--- config.mk ---
export PLATFORM = sky130hd
export DESIGN_NAME = stream_pkt_arbiter
export DESIGN_NICKNAME = d
export VERILOG_FILES = /design/src/rtl/stream_pkt_arbiter.sv
export SDC_FILE = /design/constraint.sdc
export NUM_CORES = 1
export LEC_CHECK = 0
export CAP_MARGIN = 5
export CORE_MARGIN = 2
export CORE_UTILIZATION = 25
export CTS_CLUSTER_SIZE = 40
export DETAILED_ROUTE_END_ITERATION = 12
export GPL_ROUTABILITY_DRIVEN = 0
export PLACE_DENSITY = 0.69
export SLEW_MARGIN = 20
export SYNTH_ARGS = -nofsm -noshare
export SYNTH_HDL_FRONTEND = slang
export SYNTH_SLANG_ARGS = --single-unit
--- constraint.sdc ---
create_clock -name aclk -period 2.4 [get_ports aclk]
set_input_delay 0.48 -clock aclk [delete_from_list [all_inputs] [get_ports aclk]]
set_output_delay 0.48 -clock aclk [all_outputs]
set_load 0.01 [all_outputs]
--- src/rtl/stream_pkt_arbiter.sv ---
// ----------------------------------------------------------------------------
// stream_pkt_arbiter
//   Packet-aware round-robin arbiter that shares one AXI-stream-style output
//   among N_PORTS requester streams. A grant covers a whole packet. It is
//   released on TLAST, on an idle-gap timeout when another port is waiting,
//   or when a packet runs to MAX_PKT_BEATS beats without TLAST.
//
// Ports
//   aclk, areset        clock, asynchronous active-high reset
//   s_tvalid/s_tdata    per-port stream inputs (port k = s_tdata[k*DW +: DW])
//   s_tready            per-port accept; only the granted port can be high
//   s_arb_req_suppress  per-port block on new grants (an active grant is kept)
//   m_tvalid/m_tdata    shared output stream, TLAST carried in m_tdata[TLAST_BIT]
//   m_tready            downstream accept
//   grant               one-hot registered grant, zero when idle
//   timeout_count       saturating count of idle-timeout releases
//   overrun_count       saturating count of MAX_PKT_BEATS releases
// ----------------------------------------------------------------------------
module stream_pkt_arbiter #(
    parameter int unsigned N_PORTS            = 4,
    parameter int unsigned DW                 = 32,
    parameter int unsigned TLAST_BIT          = DW - 1,
    parameter bit          PACKET_MODE        = 1'b1,
    parameter int unsigned IDLE_CYCLE_TIMEOUT = 10,
    parameter int unsigned MAX_PKT_BEATS      = 1024
) (
    input  logic                  aclk,
    input  logic                  areset,
    input  logic [N_PORTS-1:0]    s_tvalid,
    input  logic [N_PORTS*DW-1:0] s_tdata,
    output logic [N_PORTS-1:0]    s_tready,
    input  logic [N_PORTS-1:0]    s_arb_req_suppress,
    output logic                  m_tvalid,
    output logic [DW-1:0]         m_tdata,
    input  logic                  m_tready,
    output logic [N_PORTS-1:0]    grant,
    output logic [15:0]           timeout_count,
    output logic [15:0]           overrun_count
);

    localparam int unsigned PW = $clog2(N_PORTS);
    localparam int unsigned BW = $clog2(MAX_PKT_BEATS + 1);
    localparam int unsigned IW = $clog2(IDLE_CYCLE_TIMEOUT + 1);

    typedef enum logic {
        ST_IDLE,
        ST_BUSY
    } state_t;

    state_t               state_q;
    logic [N_PORTS-1:0]   grant_q;
    logic [PW-1:0]        last_port_q;
    logic [BW-1:0]        beat_cnt_q;
    logic [IW-1:0]        idle_cnt_q;
    logic [15:0]          timeout_cnt_q;
    logic [15:0]          overrun_cnt_q;

    logic [N_PORTS-1:0]   req;
    logic                 pick_found;
    logic [PW-1:0]        pick_idx;
    logic                 beat;
    logic                 tlast;
    logic                 other_req;

    // Combinational datapath from the granted port; grant_q is zero in IDLE,
    // which keeps m_tvalid, m_tdata and s_tready at zero there.
    always_comb begin
        m_tvalid = |(s_tvalid & grant_q);
        m_tdata  = '0;
        for (int unsigned k = 0; k < N_PORTS; k++) begin
            if (grant_q[k]) begin
                m_tdata = m_tdata | s_tdata[k*DW +: DW];
            end
        end
        s_tready = grant_q & {N_PORTS{m_tready}};
    end

    assign req       = s_tvalid & ~s_arb_req_suppress;
    assign beat      = m_tvalid & m_tready;
    assign tlast     = m_tdata[TLAST_BIT];
    assign other_req = |(req & ~grant_q);

    // Rotating scan starting just after the last served port, so the port
    // served most recently is the last one considered.
    always_comb begin
        pick_found = 1'b0;
        pick_idx   = '0;
        for (int unsigned i = 1; i <= N_PORTS; i++) begin
            int unsigned idx;
            idx = 32'(last_port_q) + i;
            if (idx >= N_PORTS) begin
                idx = idx - N_PORTS;
            end
            if (!pick_found && req[idx]) begin
                pick_found = 1'b1;
                pick_idx   = PW'(idx);
            end
        end
    end

    always_ff @(posedge aclk or posedge areset) begin
        if (areset) begin
            state_q       <= ST_IDLE;
            grant_q       <= '0;
            last_port_q   <= PW'(N_PORTS - 1);
            beat_cnt_q    <= '0;
            idle_cnt_q    <= '0;
            timeout_cnt_q <= '0;
            overrun_cnt_q <= '0;
        end else begin
            case (state_q)
                ST_IDLE: begin
                    if (pick_found) begin
                        state_q     <= ST_BUSY;
                        grant_q     <= {{(N_PORTS-1){1'b0}}, 1'b1} << pick_idx;
                        last_port_q <= pick_idx;
                        beat_cnt_q  <= '0;
                        idle_cnt_q  <= '0;
                    end
                end
                ST_BUSY: begin
                    if (beat && (tlast || !PACKET_MODE)) begin
                        state_q <= ST_IDLE;
                        grant_q <= '0;
                    end else if (beat) begin
                        idle_cnt_q <= '0;
                        // Runaway packet: the tail resumes later under a fresh grant.
                        if (beat_cnt_q + BW'(1) == BW'(MAX_PKT_BEATS)) begin
                            state_q <= ST_IDLE;
                            grant_q <= '0;
                            if (overrun_cnt_q != 16'hFFFF) begin
                                overrun_cnt_q <= overrun_cnt_q + 16'd1;
                            end
                        end else begin
                            beat_cnt_q <= beat_cnt_q + BW'(1);
                        end
                    end else if (m_tvalid) begin
                        // Back-pressure: source is ready to send, never an idle gap.
                        idle_cnt_q <= '0;
                    end else if (idle_cnt_q == IW'(IDLE_CYCLE_TIMEOUT)) begin
                        // Only give the bus away when someone else is waiting.
                        if (other_req) begin
                            state_q <= ST_IDLE;
                            grant_q <= '0;
                            if (timeout_cnt_q != 16'hFFFF) begin
                                timeout_cnt_q <= timeout_cnt_q + 16'd1;
                            end
                        end
                    end else begin
                        idle_cnt_q <= idle_cnt_q + IW'(1);
                    end
                end
                default: begin
                    state_q <= ST_IDLE;
                    grant_q <= '0;
                end
            endcase
        end
    end

    assign grant         = grant_q;
    assign timeout_count = timeout_cnt_q;
    assign overrun_count = overrun_cnt_q;

endmodule
# Word-level counts from Yosys, hierarchy flattened
# Cells that the tools add are included.
# word_totals
memories,0
latchBits,0
register_bits,54
rom_bits,0
inputBits,139
ram_bits,0
elab_cells,121
output_inout_bits,73
# classes
mux,51
n_addsub,12
n_eq_ne,13
magnitude_cmp,8
bitwise_logic,14
reduce_logical,15
div,0
n_mul,0
shift,1
# ops
operator,n
2-to-1 mux 32 bit,8
< comparator 32 x 3 -> 1 bit (second input constant),4
bitwise OR 32 bit,3
2-to-1 mux 4 bit,12
2-to-1 mux 11 bit,4
adder 16 x 1 -> 16 bit (second input constant),2
!= test 16 bit (second input constant),2
one-hot mux 11 bit (2 select lines),1
bitwise AND 4 bit,4
one-hot mux 4 bit (2 select lines),2
2-to-1 mux 1 bit,15
subtractor 3 x 3 -> 4 bit (second input constant),3
adder 11 x 1 -> 11 bit (second input constant),1
== test 11 bit (second input constant),1
AND reduction 5 bit,2
greater-or-equal comparator 3 bit (second input constant),3
binary-select mux 1 bit (select 2 bit),4
2-to-1 mux 2 bit,4
!= test 4 x 1 -> 1 bit (second input constant),2
!= test 4 x 2 -> 1 bit (second input constant),2
NOT 4 bit,2
OR reduction 4 bit,2
AND reduction 7 bit,1
adder 2 x 2 -> 3 bit (second input constant),2
other kinds (18),28

# Longest topological paths before layout
# logic_depth
word_depth,18
mapped_depth,9
mapped_depth_nobuf,8

# Worst setup path before layout
# Ideal clock, no wire load.
# synth_timing
path_kind,flip-flop to flip-flop
startpoint,register beat_cnt_q[0]
endpoint,register overrun_cnt_q[6] (netlist: overrun_count[6])
setup_time_ns,0.079
path_stages_with_launch,10
n_path_buf,2
slack_ns,0.067
required_ns,2.321
arrival_ns,2.253
synth_period_minus_slack_ns,2.333
cell_sequence,dfrtp_1 ha_1 nand3_1 nor3_1 mux2i_1 or4_1 buf_2 buf_6 nor4_2 xor2_1
# synth_between
elab_chain_cells,3
# synth_lines
item,line_no,source
"start, declared",53,logic [BW-1:0] beat_cnt_q;
"start signal, assigned",135,beat_cnt_q <= beat_cnt_q + BW'(1);
adder 11 x 1 -> 11 bit,128,if (beat_cnt_q + BW'(1) == BW'(MAX_PKT_BEATS)) begin
== test 11 bit,128,
AND reduction 5 bit (no line),--,
"end signal, assigned",132,overrun_cnt_q <= overrun_cnt_q + 16'd1;
"end, declared",56,logic [15:0] overrun_cnt_q;
# No other way between the ends.
# A chain may end at the register's enable or synchronous reset.

# Final worst setup path
# layout_timing
startpoint,register beat_cnt_q[0]
endpoint,register overrun_cnt_q[7] (netlist: overrun_count[7])
# Same word-level chain as after synthesis.

==> qor.yml <==
status: "complete, but fails checks"
violations: "setup timing"
dieArea_mm2: 0.01547
coreArea_mm2: 0.01404
tns_ps: -157.8
ys_seq_area_share_pct: 37.36
die_w_um: 124.4
crit_arrival_ps: 2670
synth_largest_area_cell: "dfrtp_1"
post-route-period-util_pct: 102.1
critPathSlowestCell: "or4_4"
die_y_um: 124.4
cts.reportedPaths.clkPinSlew_ps: 70
cellLeakagePower_nw: 2.890
final_util_pct: 47.63
critPathLaunch: "beat_cnt_q[0]$_DFFE_PP0P_"
yosys_warnings: 0
reg2reg_from: "beat_cnt_q[0]$_DFFE_PP0P_"
crit_path_end_kind: "flip-flop"
dp_hpwl_um: 10540
pin_count: 212
max_slew_margin_pct: 51.70
initial_core_util_pct: 25.80
track_usage_pct: 16.75
slew_violations: 0
worst_pin_slew_ps: 724.4
rsz0062_at_grt: "true"
ant_nets: 0
drt_iter0_markers: 211
fmax_mhz: 408.1
insertion_delay_ps: 290
crit_family: "simple AND/OR/NAND/NOR gates"
placed_cell_area_mm2: 0.006265
routed_wl_um: 13800
layout.nets: 811
cp-start-kind: "flip-flop"
synth_area_leaders: "dfrtp_1 (36%), a22oi_1 (14%), nand2_1 (6.6%)"
crit_required_ps: 2620
clock_path_buffers: 2
syn_area_mm2: 0.003623
setup_viol: 9
ys_seq_elements: 54
drt-pass1-iter-count: 4
cp_num_buf_inv: 2
antenna_cells: 0
postLayoutSetupSlackWorst_ps: -50.37
nFillCells: 1290
synth_ff_type: "dfrtp_1"
grt_antenna_before_repair: 0
h-tree-depth: 2
clock-skew-final_ps: 7.503
io_buffer_count: 211
drive_gt1_share_pct: 16.19
synthDistinctLibCells: 50
remaining_drc_errors: 0
maxCapViolCount: 0
vias: 4294
netlist.area_leader.share_pct: 35.91
critPathMaxStageDelay_ps: 470
cp_max_fo: 17
area_growth_pct: 84.60
syn_avg_cell_area_um2: 8.795
clockRootBuffer: "clkbuf_16"
cts_tree: "done"
grt_pass1_vias: 4427
grt_max_degree: 34
syn-num-nets: 556
design_area_mm2: 0.006689
worstSetupPathType: "flip-flop to flip-flop"
hp-start: "timeout_count[7]$_DFFE_PP0P_"
finalCriticalPeriod_ps: 2450
path_cells: "buf_4 -> a211o_1 -> a21oi_2 -> o211ai_1 -> or4_4 -> buf_12 -> nor4_2 -> xor2_1"
fp-row-count: 43
grt_pass1_wl_um: 21830
power_density_mw_per_mm2: 703.2
numCtsBuffers: 5
synthArstFlopShare_pct: 100.0
cts.sinks: 54
avgRoutedWirePerCell_um: 16.29
hp-class: "flip-flop to flip-flop"
synthCells: 412
avgViaCountPerCell: 5.070
synth_edf_count: 0
ir_drop_mv: 0.4735
gr-total-overflow: 0
hold_viol: 0
## cell families after synthesis
| logic type | share of synthesized area [%] |
|---|---|
| and+or+nand+nor | 23.83 |
| muxes | 1.209 |
| AOI/OAI and AO/OA | 23.83 |
| buffers and inverters | 3.833 |
| adders and majority gates | 1.727 |
| xor gates and xnor gates | 8.218 |
| DFF | 37.36 |
## worst paths after layout
path	endpoint	slack [ps]	cells past startpoint
max reg2reg	overrun_count[7]$_DFFE_PP0P_	-50	8
min in group asynchronous	overrun_count[5]$_DFFE_PP0P_	540	2
min	timeout_count[7]$_DFFE_PP0P_	510	1
max in group asynchronous	last_port_q[1]$_DFFE_PP1P_	1230	3
min reg2reg	timeout_count[7]$_DFFE_PP0P_	510	1
max	overrun_count[7]$_DFFE_PP0P_	-50	8
## flip-flops by register name (all words and copies together) (netlist names)
| name | count |
|---|---|
| beat_cnt_q | 11 |
| state_q | 1 |
| timeout_count | 16 |
| overrun_count | 16 |
| idle_cnt_q | 4 |
| last_port_q | 2 |
| grant | 4 |
## synthesized netlist by cell type, drive strengths merged (8+ instances only)
cell type,instances
a21o,8
a21oi,12
a22oi,66
clkbuf,18
dfrtp,52
inv,10
nand2,64
nand3,22
nand4,11
nor2,9
nor3,10
nor4,10
o21ai,14
xnor2,15
xor2,19
## cells in the final DEF (no fill, tap or decap), drive strengths merged, types with 3 or more instances in the layout
cell and n:
nand2 64, xor2 19, and2 6, clkdlybuf4s50 210
xnor2 15, a21o 8, dfrtp 52, clkbuf 5
nor3 10, or3 6, or2 3, ha 5
nor2b 4, nor2 9, and4 3, nand3 22
a22oi 66, nand2b 4, mux2 3, o21ai 14
buf 60, o211ai 3, nor4 10, a21oi 12
nor3b 5, nand4 11, inv 10
## power breakdown
part           internal, W  total, W  switching, W
Combinational      0.00148   0.00271       0.00124
Sequential         0.00102   0.00118      0.000159
Clock             0.000489  0.000810      0.000322
Total              0.00299   0.00470       0.00172
## metal layers
layer | part of all wire [%] | global-route usage (%) | vias up | routed length, um
met5 | 0 | 0 | - | 0
met4 | 2.0 | 4.494 | 0 | 281
met3 | 4.3 | 2.749 | 22 | 589
met2 | 52 | 29.64 | 126 | 7201
met1 | 41 | 21.09 | 2103 | 5723
li1 | - | - | 2043 | -
## what timing repair did
| item | 4_1_cts | 5_1_grt |
|---|---|---|
| buffers inserted | 4 | 6 |
| hold buffers | 0 | 0 |
| setup endpoints to repair | 49 | 60 |
| resized for setup | 13 | 27 |
| pin swaps | 0 | 13 |
| endpoints found under the hold margin | 0 | 0 |
## per-stage QoR
step                      setup slack (ps)  power [W]  cells  hold WS [ps]
after CTS                            4.550   0.004660    841         513.8
after detailed placement            -190.4   0.003749    830         500.4
after floorplan                      67.33   0.002275    412         483.7
after global routing                -116.6   0.005023    847         528.3
after global placement              -143.6   0.003723    830         487.7
final                               -50.37   0.004704    847         510.1
## area by class of cell
cell class              instances  area (um^2)  area share, %
inverters                      10        37.54         0.5612
well taps                     180        225.2          3.367
multi-input cells             325         2291          34.25
repair buffers                271         2609          39.00
clock inverters                 2        38.79         0.5799
flip-flops and latches         54         1363          20.37
clock buffers                   5        125.1          1.871
Power figures use the tool's default switching activity.
==> RTL edit 1 (same settings) <==
`PACKET_MODE`: 1'b1 -> 1'b0.
--- a/src/rtl/stream_pkt_arbiter.sv
+++ b/src/rtl/stream_pkt_arbiter.sv
@@ -20,7 +20,7 @@
     parameter int unsigned N_PORTS            = 4,
     parameter int unsigned DW                 = 32,
     parameter int unsigned TLAST_BIT          = DW - 1,
-    parameter bit          PACKET_MODE        = 1'b1,
+    parameter bit          PACKET_MODE        = 1'b0,
     parameter int unsigned IDLE_CYCLE_TIMEOUT = 10,
     parameter int unsigned MAX_PKT_BEATS      = 1024
 ) (
Behaviour: not the same (Yosys sat finds a counterexample within 4 cycles, from zero or initial values and one cycle with areset high).
==> RTL edit 1 against the original RTL <==
Register-to-register slack better by 0.33 ns. Worst setup slack better by 0.15 ns. Total power down 21%. Non-clock buffer count is 58 lower. Wire length down 29%. Via count fell by 33%. Clock power down 67%. Sequential cell count shrank 27. Final area shrank 34%. Synthesized area is 38% lower. Largest power group unchanged.
==> RTL edit 1: results (changes against the original RTL) <==
vias per cell 5.04 (was 5.07); # H-tree levels 1 (was 2); TritonCTS Buffers 3 (was 5); Syn. warnings 0 (unchanged); Routed met3 length 761 um (was 589 um); FF-to-FF Start grant[3] (was beat_cnt_q[0]); Detailed Place HPWL 7.85 mm (was 10.5 mm); layout net count 609 (was 811); Synth async-reset ratio 1.00 (unchanged); row cnt 34 (was 43); initial antenna violation count 1 (was 0); Static Leak 1.80 nW (was 2.89 nW); Inserted Diodes 0 (unchanged); Post-synth top cells a22oi_1 (64), nand2_1 (42), dfrtp_1 (25), buf_4 (17), clkbuf_1 (16) (was a22oi_1 (66), nand2_1 (64), dfrtp_1 (52), nand3_1 (22), xor2_1 (19)); largest net degree at the start of global routing 37 (was 34); top cells by area, synth dfrtp_1 (28%), a22oi_1 (21%), nand2_1 (7.0%), buf_4 (5.7%), xnor2_1 (5.4%) (was dfrtp_1 (36%), a22oi_1 (14%), nand2_1 (6.6%), xor2_1 (4.6%), xnor2_1 (3.6%)); PortBufs 195 (was 211); Max Used Layer met5 (was met4); pre-CTS setup slack -0.201 ns (was -0.190 ns); placed instance area 0.00435 mm^2 (was 0.00626 mm^2); DRT iter0 DRCs 164 (was 211); met3 GRT Util 0.0447 (was 0.0275); status completed (was finished, violations left); crit path launch s_tvalid[3] (was beat_cnt_q[0]); Arrival @ worst endpoint 2.46 ns (was 2.67 ns); setup bufs post-CTS 0 (was 4); Worst R2R Setup Slack 0.28 ns (was -0.05 ns); clock slew at reported path FFs 0.09 ns (was 0.07 ns); first-pass GRT wire length 14.8 mm (was 21.8 mm); synthesized netlist cell count 270 (was 412); met2 Use GR 0.324 (was 0.296); Max clock buf depth 2 (unchanged); Worst Setup EP timeout_count[1] (was overrun_count[7]); most frequent cell after synthesis a22oi_1 (unchanged); crit-path max FO 9 (was 17); Largest register FFs 16; GRT met1 Usage 0.230 (was 0.211); Setup WS post-layout 0.0984 ns (was -0.0504 ns); placed insts 570 (was 830); r2r worst-path depth 5 (was 8); clock skew 0.00971 ns (was 0.00750 ns); Synth Flop Type dfrtp_1 (unchanged); register area share after synthesis 0.301 (was 0.374); Hold Path Class reg -> reg (unchanged); Total GRT Usage 0.187 (was 0.168); Min-Delay Path Depth 1 (unchanged); Clock Latency Late Sink 0.28 ns; share of cells above drive strength 1 0.0622 (was 0.162); met2 wire length 4.98 mm (was 7.20 mm); Routed wire per std cell 17.0 um (was 16.3 um); 1st-pass router iterations 4 (unchanged); DRT met1 WL 3.82 mm (was 5.72 mm); vias in the first global route 2871 (was 4427); root buf cell clkbuf_8 (was clkbuf_16); WL final 9.78 mm (was 13.8 mm); synth unique cells 44 (was 50); maximum VDD drop 0.000557 V (was 0.000474 V)
[RTL edit 1: worst max-delay path, stage by stage]
cell and delay (ns):
clkdlybuf4s50_1 0.42, a22o_1 0.27, or4_4 0.55, a2111oi_4 0.20, buf_4 0.21, mux2_1 0.33
[RTL edit 1: cells by family (layout without fill, tap and decap cells)]
kind of cell / after synthesis / count (layout) / share of synthesized area
AOI/OAI and AO/OA: 89 / 89 / 0.306
xor gates and xnor gates: 15 / 15 / 0.0583
adders and majority gates: 3 / 3 / 0.0167
buffers and inverters: 41 / 222 / 0.100
DFF: 27 / 27 / 0.301
muxes: 1 / 1 / 0.00500
other: 1 / 16 / 0.00166
and+or+nand+nor: 93 / 93 / 0.211
[RTL edit 1: how the worst min path moves through the flow]
stage | start | endpoint | slack (ns)
global placement | timeout_count[6] | timeout_count[6] | 0.48
global route | idle_cnt_q[3] | idle_cnt_q[3] | 0.53
CTS | idle_cnt_q[3] | idle_cnt_q[3] | 0.51
finish | idle_cnt_q[3] | idle_cnt_q[3] | 0.51
floorplan | idle_cnt_q[3] | idle_cnt_q[3] | 0.47
detailed placement | idle_cnt_q[3] | idle_cnt_q[3] | 0.50
[RTL edit 1: timing repair]
| action | in CTS | in global routing |
|---|---|---|
| hold endpoints to repair | 0 | 0 |
| hold buffers | 0 | 0 |
| gates resized for setup | 1 | 4 |
| endpoints found under the setup margin | 1 | 32 |
[RTL edit 1: cell type report]
type	instances	area (um^2)
well taps	108	135
flip-flops and latches	27	679
clock inverters	1	7.51
fillers	836	4310
multi-input cells	217	1410
clock buffers	3	41.3
inverters	5	18.8
repair buffers	213	2120
[RTL edit 1: where the power goes]
part           leakage [nW]  internal [W]  switching (W)
sequential            0.357      0.000554       0.000123
clock                0.0217      0.000118       0.000148
combinational          1.42       0.00149        0.00126
total                  1.80       0.00217        0.00154
==> RTL edit 2 (config.mk and constraints unchanged) <==
Made on the original files. Reset style: synchronous (`areset`), changed in one clocked block. Comments in the files are not updated.
--- a/src/rtl/stream_pkt_arbiter.sv
+++ b/src/rtl/stream_pkt_arbiter.sv
@@ -98,7 +98,7 @@
         end
     end
 
-    always_ff @(posedge aclk or posedge areset) begin
+    always_ff @(posedge aclk) begin
         if (areset) begin
             state_q       <= ST_IDLE;
             grant_q       <= '0;
Check against the original RTL: differs if areset is asserted again (counterexample within 4 cycles, from zero or initial values and one cycle with areset high); with areset held inactive, the same outputs for 4 cycles.
==> RTL edit 2 against the original RTL <==
Wire length is 3.7% higher. Worst setup slack better by 0.11 ns. Worst hold slack worse by 0.023 ns. Critical endpoint is now overrun_count[15]. Final area is 4.9% lower. Cell count is 3.8% higher. Sequential cell count stayed put. Synthesized area is 0.28% lower.
Power is not compared: it rests on default switching activity, and its combinational part moved more than twofold at a synthesized area within 25%.
==> RTL edit 2: results (changes against the original RTL) <==
Detailed Place HPWL 11.1 mm (was 10.5 mm); share of cells above drive strength 1 0.107 (was 0.162); Routed wire per std cell 16.3 um (about the same); layout net count 842 (was 811); synthesized area per cell 7.79 um^2 (was 8.79 um^2); met2 Use GR 0.302 (was 0.296); Min-Delay Path Depth 2 (was 1); largest net degree at the start of global routing 33 (was 34); critical path's slowest cell or4_1 (was or4_4); Post-synth top cells a22oi_1 (63), nand2_1 (56), dfxtp_1 (54), nor2_1 (40), nand3_1 (24) (was a22oi_1 (66), nand2_1 (64), dfrtp_1 (52), nand3_1 (22), xor2_1 (19)); Vias 4565 (was 4294); Hold Path Class reg -> reg (unchanged); DRT iter0 DRCs 297 (was 211); first-pass GRT wire length 22.4 mm (was 21.8 mm); EDFF count, synth 0 (unchanged); r2r worst-path depth 7 (was 8); Min Hold Slack 0.487 ns (was 0.510 ns); Arrival @ worst endpoint 2.57 ns (was 2.67 ns); Setup WS post-layout 0.0574 ns (was -0.0504 ns); GRT met1 Usage 0.212 (was 0.211); CP delay by family, top simple AND/OR/NAND/NOR gates (unchanged); Synth async-reset ratio 0 (was 1.00); fill cell count 1351 (was 1290); PortBufs 211 (unchanged); vias in the first global route 4375 (was 4427); 1st-pass router iterations 5 (was 4); Worst R2R Setup Slack 0.12 ns (was -0.05 ns); top cells by area, synth dfxtp_1 (30%), a22oi_1 (13%), nand2_1 (5.8%), xor2_1 (4.4%), nor2_1 (4.2%) (was dfrtp_1 (36%), a22oi_1 (14%), nand2_1 (6.6%), xor2_1 (4.6%), xnor2_1 (3.6%)); root buf cell clkbuf_16 (unchanged); Max clock buf depth 2 (unchanged); maximum VDD drop 0.000291 V; # H-tree levels 2 (unchanged); Clock Latency Late Sink 0.30 ns; Layout Cells excl Fill 879 (was 847); pre-CTS setup slack -0.287 ns (was -0.190 ns); synth unique cells 55 (was 50); net count after synthesis 608 (was 556); initial antenna violation count 0 (unchanged); crit-path max cell delay 0.54 ns (was 0.47 ns); met3 GRT Util 0.0340 (was 0.0275); Inserted Diodes 0 (unchanged); Total GRT Usage 0.172 (was 0.168); status completed (was finished, violations left); Static Leak 2.45 nW; crit-path max FO 6 (was 17); TritonCTS Buffers 5 (unchanged); register area share after synthesis 0.299 (was 0.374); clock skew 0.00667 ns (was 0.00750 ns); Slew @ Worst Pin 0.555 ns (was 0.724 ns); clock slew at reported path FFs 0.07 ns (about the same); placed insts 869 (was 830); Psw 0.000782 W; Syn. warnings 0 (unchanged)
RTL edit 2: cell count changes after synthesis, moves of 5 or more:
| cell | before | now |
|---|---|---|
| a21o_1 | 8 | 1 |
| dfxtp_1 | 0 | 54 |
| nand2_1 | 64 | 56 |
| dfrtp_1 | 52 | 0 |
| and3_1 | 2 | 10 |
| inv_1 | 10 | 15 |
| xnor2_1 | 15 | 4 |
| o211ai_1 | 3 | 9 |
| a21oi_1 | 12 | 18 |
| nor2_1 | 9 | 40 |
RTL edit 2: kinds of logic after synthesis:
| group | Yosys count | synth area share |
|---|---|---|
| and+or+nand+nor | 197 | 0.280 |
| xor gates and xnor gates | 22 | 0.0533 |
| adders and majority gates | 5 | 0.0173 |
| buffers and inverters | 40 | 0.0481 |
| muxes | 5 | 0.0142 |
| DFF | 54 | 0.299 |
| AOI/OAI and AO/OA | 141 | 0.288 |
RTL edit 2: what timing repair did:
| item | in CTS | in global routing |
|---|---|---|
| buffers inserted | 0 | 2 |
| pin swaps | 0 | 5 |
| resized for setup | 1 | 19 |
| endpoints found under the setup margin | 6 | 48 |
RTL edit 2: power by group through the flow:
stage	clock network, W	logic, W	registers, W
after CTS	0.000759	0.000943	0.000948
final	0.000741	0.000954	0.000951
after floorplan	0	0.000371	0.000952
after global routing	0.000801	0.00102	0.000955
after global placement	0	0.000924	0.000967
after detailed placement	0	0.000938	0.000969
RTL edit 2: through the flow:
step                total power, W  instance area [um^2]
global route               0.00278                  6360
global placement           0.00189                  6130
floorplan                  0.00132                  3610
finish                     0.00265                  6360
CTS                        0.00265                  6280
detailed placement         0.00191                  6130
RTL edit 2: layout make-up:
type                       instances  area (um^2)  share of cell area
clock buffer                       5          125              0.0197
clock inverter                     3         25.0             0.00393
inverter                          15         56.3             0.00885
multi-input combinational        370         2390               0.376
sequential                        54         1080               0.170
tap                              180          225              0.0354
timing repair buffer             252         2450               0.386
RTL edit 2: final timing paths:
check           startpoint                 to
min          idle_cnt_q[3]      idle_cnt_q[3]
max            s_tdata[31]  overrun_count[15]
min reg2reg  idle_cnt_q[3]      idle_cnt_q[3]
max reg2reg  beat_cnt_q[0]  overrun_count[15]
RTL edit 2: metal layers:
| layer | up-vias | share of wire |
|---|---|---|
| met2 | 195 | 0.50 |
| li1 | 2211 | - |
| met1 | 2129 | 0.41 |
| met4 | 0 | 0.025 |
| met5 | - | 0 |
| met3 | 30 | 0.062 |
RTL edit 2: tightest hold or removal path, delay by kind of cell (launching register included):
family	cells	cell delay [ns]
AO/OA/AOI/OAI	2	0.13
flip-flops	1	0.31
